<file path="config.mk">
export PLATFORM = sky130hd
export DESIGN_NAME = change_dispenser
export DESIGN_NICKNAME = d
export VERILOG_FILES = /design/src/rtl/coin_pkg.sv /design/src/rtl/coin_store.sv /design/src/rtl/change_dispenser.sv
export SDC_FILE = /design/constraint.sdc
export NUM_CORES = 1
export LEC_CHECK = 0
export CAP_MARGIN = 25
export CORE_MARGIN = 4
export CORE_UTILIZATION = 40
export CTS_BUF_LIST = sky130_fd_sc_hd__clkbuf_4
export DETAILED_ROUTE_END_ITERATION = 8
export PLACE_DENSITY_LB_ADDON = 0.2
export SLEW_MARGIN = 20
export SYNTH_ARGS = -nofsm -noshare
export SYNTH_HDL_FRONTEND = slang
export SYNTH_SLANG_ARGS = --single-unit
</file>
<file path="constraint.sdc">
create_clock -name clk -period 9.4 [get_ports clk]
set_input_delay 1.88 -clock clk [delete_from_list [all_inputs] [get_ports clk]]
set_output_delay 1.88 -clock clk [all_outputs]
set_load 0.01 [all_outputs]
</file>
<file path="src/rtl/coin_pkg.sv">
// Shared coin encoding (also used by the coin-acceptor) and the change
// dispenser state encoding.
package coin_pkg;

  typedef enum logic [1:0] {
    COIN_NONE = 2'b00,
    COIN_50   = 2'b01,
    COIN_100  = 2'b10
  } coin_t;

  typedef enum logic [2:0] {
    IDLE,
    CHECK,
    SELECT,
    EJECT,
    DONE,
    ERROR
  } disp_state_t;

endpackage

</file>
<file path="src/rtl/coin_store.sv">
// Per-denomination coin inventory: saturating up/down counter.
module coin_store #(
  parameter int CNT_W = 4
) (
  input  logic             clk,
  input  logic             rst,
  input  logic             inc,
  input  logic             dec,
  output logic [CNT_W-1:0] count
);

  localparam logic [CNT_W-1:0] CNT_MAX = '1;

  logic [CNT_W-1:0] count_q, count_d;

  // NOTE: give every always_comb output a default first so no path leaves it unassigned (no latch).
  always_comb begin
    count_d = count_q;
    if (inc && !dec) begin
      if (count_q != CNT_MAX) count_d = count_q + CNT_W'(1);
    end else if (dec && !inc) begin
      if (count_q != '0) count_d = count_q - CNT_W'(1);
    end
  end

  // NOTE: sequential state uses non-blocking assignments so all flops update together.
  always_ff @(posedge clk or posedge rst) begin
    if (rst) count_q <= '0;
    else     count_q <= count_d;
  end

  assign count = count_q;

endmodule

</file>
<file path="src/rtl/change_dispenser.sv">
// Change payout FSM: checks the request against stock, then ejects coins
// greedily (1 Euro first) one per hopper handshake.
module change_dispenser
  import coin_pkg::*;
#(
  parameter int CNT_W = 4,
  parameter int AMT_W = 4
) (
  input  logic             clk,
  input  logic             rst,
  input  logic             req_valid,
  output logic             req_ready,
  input  logic [AMT_W-1:0] req_amount,
  output logic [1:0]       coin_out,
  output logic             coin_valid,
  input  logic             coin_ack,
  input  logic             refill_50,
  input  logic             refill_100,
  output logic [CNT_W-1:0] inv_50,
  output logic [CNT_W-1:0] inv_100,
  output logic [AMT_W-1:0] remaining,
  output logic             done,
  output logic             error
);

  // Wide enough that 2*min(inv_100, remaining/2) + inv_50 cannot overflow.
  localparam int FW = ((CNT_W > AMT_W) ? CNT_W : AMT_W) + 2;

  disp_state_t      state_q, state_d;
  coin_t            coin_q, coin_d;
  logic [AMT_W-1:0] remaining_q, remaining_d;
  logic             req_ready_q, req_ready_d;
  logic             coin_valid_q, coin_valid_d;
  logic             done_q, done_d;
  logic             error_q, error_d;

  logic             ack_fire;
  logic             dec_50, dec_100;
  logic [FW-1:0]    rem_w, half_w, inv_50_w, inv_100_w, use_100_w;
  logic             feasible;

  assign ack_fire = coin_valid_q && coin_ack;
  assign dec_50   = ack_fire && (coin_q == COIN_50);
  assign dec_100  = ack_fire && (coin_q == COIN_100);

  coin_store #(.CNT_W(CNT_W)) u_store_50 (
    .clk   (clk),
    .rst   (rst),
    .inc   (refill_50),
    .dec   (dec_50),
    .count (inv_50)
  );

  coin_store #(.CNT_W(CNT_W)) u_store_100 (
    .clk   (clk),
    .rst   (rst),
    .inc   (refill_100),
    .dec   (dec_100),
    .count (inv_100)
  );

  always_comb begin
    rem_w     = FW'(remaining_q);
    half_w    = rem_w >> 1;
    inv_50_w  = FW'(inv_50);
    inv_100_w = FW'(inv_100);
    use_100_w = (inv_100_w < half_w) ? inv_100_w : half_w;
    feasible  = ((use_100_w << 1) + inv_50_w) >= rem_w;
  end

  always_comb begin
    state_d     = state_q;
    coin_d      = coin_q;
    remaining_d = remaining_q;
    unique case (state_q)
      IDLE: begin
        if (req_valid) begin
          remaining_d = req_amount;
          state_d     = (req_amount == '0) ? DONE : CHECK;
        end
      end
      CHECK:  state_d = feasible ? SELECT : ERROR;
      SELECT: begin
        coin_d  = (remaining_q >= AMT_W'(2) && inv_100 != '0) ? COIN_100 : COIN_50;
        state_d = EJECT;
      end
      EJECT: begin
        if (coin_ack) begin
          remaining_d = remaining_q - ((coin_q == COIN_100) ? AMT_W'(2) : AMT_W'(1));
          coin_d      = COIN_NONE;
          state_d     = (remaining_d == '0) ? DONE : SELECT;
        end
      end
      DONE, ERROR: state_d = IDLE;
      default: begin
        state_d = IDLE;
        coin_d  = COIN_NONE;
      end
    endcase

    // Outputs are decoded from the next state so they come straight off flops.
    req_ready_d  = (state_d == IDLE);
    coin_valid_d = (state_d == EJECT);
    done_d       = (state_d == DONE);
    error_d      = (state_d == ERROR);
  end

  always_ff @(posedge clk or posedge rst) begin
    if (rst) begin
      state_q      <= IDLE;
      coin_q       <= COIN_NONE;
      remaining_q  <= '0;
      req_ready_q  <= 1'b1;
      coin_valid_q <= 1'b0;
      done_q       <= 1'b0;
      error_q      <= 1'b0;
    end else begin
      state_q      <= state_d;
      coin_q       <= coin_d;
      remaining_q  <= remaining_d;
      req_ready_q  <= req_ready_d;
      coin_valid_q <= coin_valid_d;
      done_q       <= done_d;
      error_q      <= error_d;
    end
  end

  assign req_ready  = req_ready_q;
  assign coin_out   = coin_q;
  assign coin_valid = coin_valid_q;
  assign remaining  = remaining_q;
  assign done       = done_q;
  assign error      = error_q;

endmodule

</file>
==> results_dict.tcl <==
set metrics [dict create \
    synth_top_cell_area_share_pct 31.7 \
    synth_top_family_by_area "compound AO/OA/AOI/OAI gates" \
    gr-usage-all-layers_pct 14.5 \
    hold_viol 0 \
    gp_congestion 0.813 \
    critPathArrivalTime_ns 4.16 \
    ys_ff_latch 21 \
    yosysWarnings 0 \
    maxSlewViolCount 0 \
    place.detailed.hpwl_um 2790 \
    n_antenna_cell 0 \
    die_x_um 70.8 \
    synth_xor_area_share_pct 3.33 \
    fin_nets 216 \
    drt-wirelength-per-cell_um 15.1 \
    synth_top_cell_by_area "dfrtp_1" \
    cap_viol_max_count 0 \
    start_util_pct 42.1 \
    yosys.area_share.simple_pct 16.0 \
    synth_cell_type_count 47 \
    netlist_instances 159 \
    synthAdderAreaFrac_pct 17.0 \
    gr-total-overflow 0 \
    rsz0062_at_grt "false" \
    use_met2_pct 23.4 \
    synth_mux_area_share_pct 8.56 \
    cts_root_buf "clkbuf_4" \
    cts_resized 0 \
    post_cts_buffers 0 \
    synth-compound-area-share_pct 17.8 \
    synth_edf_count 0 \
    ir_worst_vdd_mv 0.220 \
    path_clk_slew_ns 0.11 \
    grt_pass1_vias 1309 \
    clock_latency_ns 0.31 \
    drive_above_1_share_pct 10.8 \
    cts_tree "yes" \
    area_growth_syn_to_layout_pct 21.8 \
    fp-row-count 22 \
    io_pins 28 \
    fp.coreArea_um2 3740 \
    status "completed" \
    total_power_uw 732 \
    drtAntennaViolNets 0 \
    fin_worst_skew_ns 0.00542 \
    drt_first_pass_iters 4 \
    busiest_layer "met2" \
    relSlewSlack_pct 43.9 \
    cp.required_ns 9.60 \
    cts_num_sinks 21 \
    setup_tns_ns 0 \
    htreeDepth 1 \
    grt_first_pass_wirelength_um 6000 \
    use_met1_pct 20.7 \
    port_buffers 27 \
    vias 1301 \
    async_reset_ff_share_pct 100 \
    die_y_um 70.8 \
    clock_path_buffers 2 \
    grt_start_max_net_pins 22 \
    ys.flop_type "dfrtp_1" \
    netlist_area_um2 1580 \
    yosys-top-cells-count "dfrtp_1, ha_1, inv_1" \
    worst_setup_path_end_kind "register" \
    met3_usage_pct 1.70 \
    power_density_nw_per_um2 381 \
    totalWireLength_um 3540 \
    worstPathMaxFanout 7 \
    numCtsBuffers 3 \
    hold_buffers 0 \
    grt_antenna_before_repair 0 \
    finalSetupViolCount 0 \
    seq_area_frac_synth_pct 33.4 \
    synthTopCellsByArea "dfrtp_1, ha_1, fa_1, inv_1, mux2_1" \
    fin_crit_ns 3.96 \
    drt-initial-drc-count 65 \
    max_freq_mhz 253 \
    p_leak_uw 0.000850 \
    tightest_slew_ns 0.841 \
    drc_errors 0 \
    crit_type "input port to register" \
    fin_crit_sh_pct 42.1 \
    syn_nets 188 \
    die_area_um2 5010 \
    critPathLaunchType "input port" \
    yosys.cell_count.top_type "dfrtp_1" \
    min_path_type "register to register" \
    avgSynthCellArea_um2 9.92 \
    via_per_inst 5.56 \
]
[flip-flops by register name, summed over array words and instances (netlist names)]
register	flops
coin_valid	1
done	1
u_store_50.count	4
u_store_100.count	4
remaining	4
coin_out	2
req_ready	1
error	1
state_q	3
[area by class of cell]
| class | instances | area, um^2 |
|---|---|---|
| tap | 48 | 60.1 |
| multi-input combinational | 122 | 990 |
| clock buffer | 4 | 30.0 |
| sequential | 21 | 527 |
| timing repair buffer | 27 | 270 |
| inverter | 12 | 45.0 |
| fill | 373 | 1820 |
[critical path, stage by stage]
cell and delay, ns:
clkdlybuf4s50_1 0.61, nand4b_1 0.20, nand2_1 0.20, ha_1 0.26, a21o_1 0.16, a21oi_1 0.23, mux2_2 0.36, mux2_2 0.26
[worst paths after layout]
check / startpoint / slack, ns / endpoint / depth (start not counted)
max reg2reg: remaining[2]$_DFFE_PP0P_ / 5.86 / state_q[2]$_DFF_PP0_ / 13
max: coin_ack / 5.44 / u_store_100.count[3]$_DFFE_PP0P_ / 8
min reg2reg: coin_out[1]$_DFFE_PP0P_ / 0.58 / coin_out[1]$_DFFE_PP0P_ / 2
min in group asynchronous: rst / 2.03 / remaining[2]$_DFFE_PP0P_ / 2
max in group asynchronous: rst / 6.86 / u_store_100.count[3]$_DFFE_PP0P_ / 2
min: coin_out[1]$_DFFE_PP0P_ / 0.58 / coin_out[1]$_DFFE_PP0P_ / 2
[layout by cell type, fill, tap and decap left out, drive strengths merged, types with 3 or more instances in the layout]
cell and count:
a21oi 9, ha 15, a31o 3, nor2 10, a21o 4, mux2 9
xnor2 3, o21ai 7, o22ai 4, nand3 4, dfrtp 20, clkdlybuf4s50 27
clkbuf 4, xor2 3, nand2b 4, fa 4, nand2 7, inv 12
o31ai 3, mux2i 3, nor3 3
[power by group]
| group | switching (uW) | leakage [uW] | internal, uW |
|---|---|---|---|
| Clock | 27.8 | 0.0000184 | 19.5 |
| Sequential | 76.5 | 0.000251 | 133 |
| Combinational | 230 | 0.000581 | 245 |
[per-stage QoR]
stage          worst slack [ns]  utilization [%]  hold slack, ns  cells  cell area (um^2)
3_5_place_dp               5.09             50.5           0.548    230              1890
6_report                   5.44             51.3           0.582    234              1920
5_1_grt                    5.34             51.3           0.613    234              1920
3_3_place_gp               5.23             50.5           0.554    230              1890
2_1_floorplan              5.93                -           0.555    159              1580
4_1_cts                    5.43             51.3           0.575    234              1920
[metal layers]
layer | share of wire, % | vias up
li1 | - | 636
met1 | 48 | 626
met2 | 47 | 34
met3 | 4.0 | 5
met4 | 1.1 | 0
met5 | 0 | -
[logic make-up (layout without fill, tap and decap cells)]
group,after synthesis,in the layout
compound gates,40,40
xor+xnor,6,6
fa+ha+maj,19,19
buf+inv,16,43
flops,21,21
mux,12,12
simple gates,45,45
(Power assumes the default switching activity.)
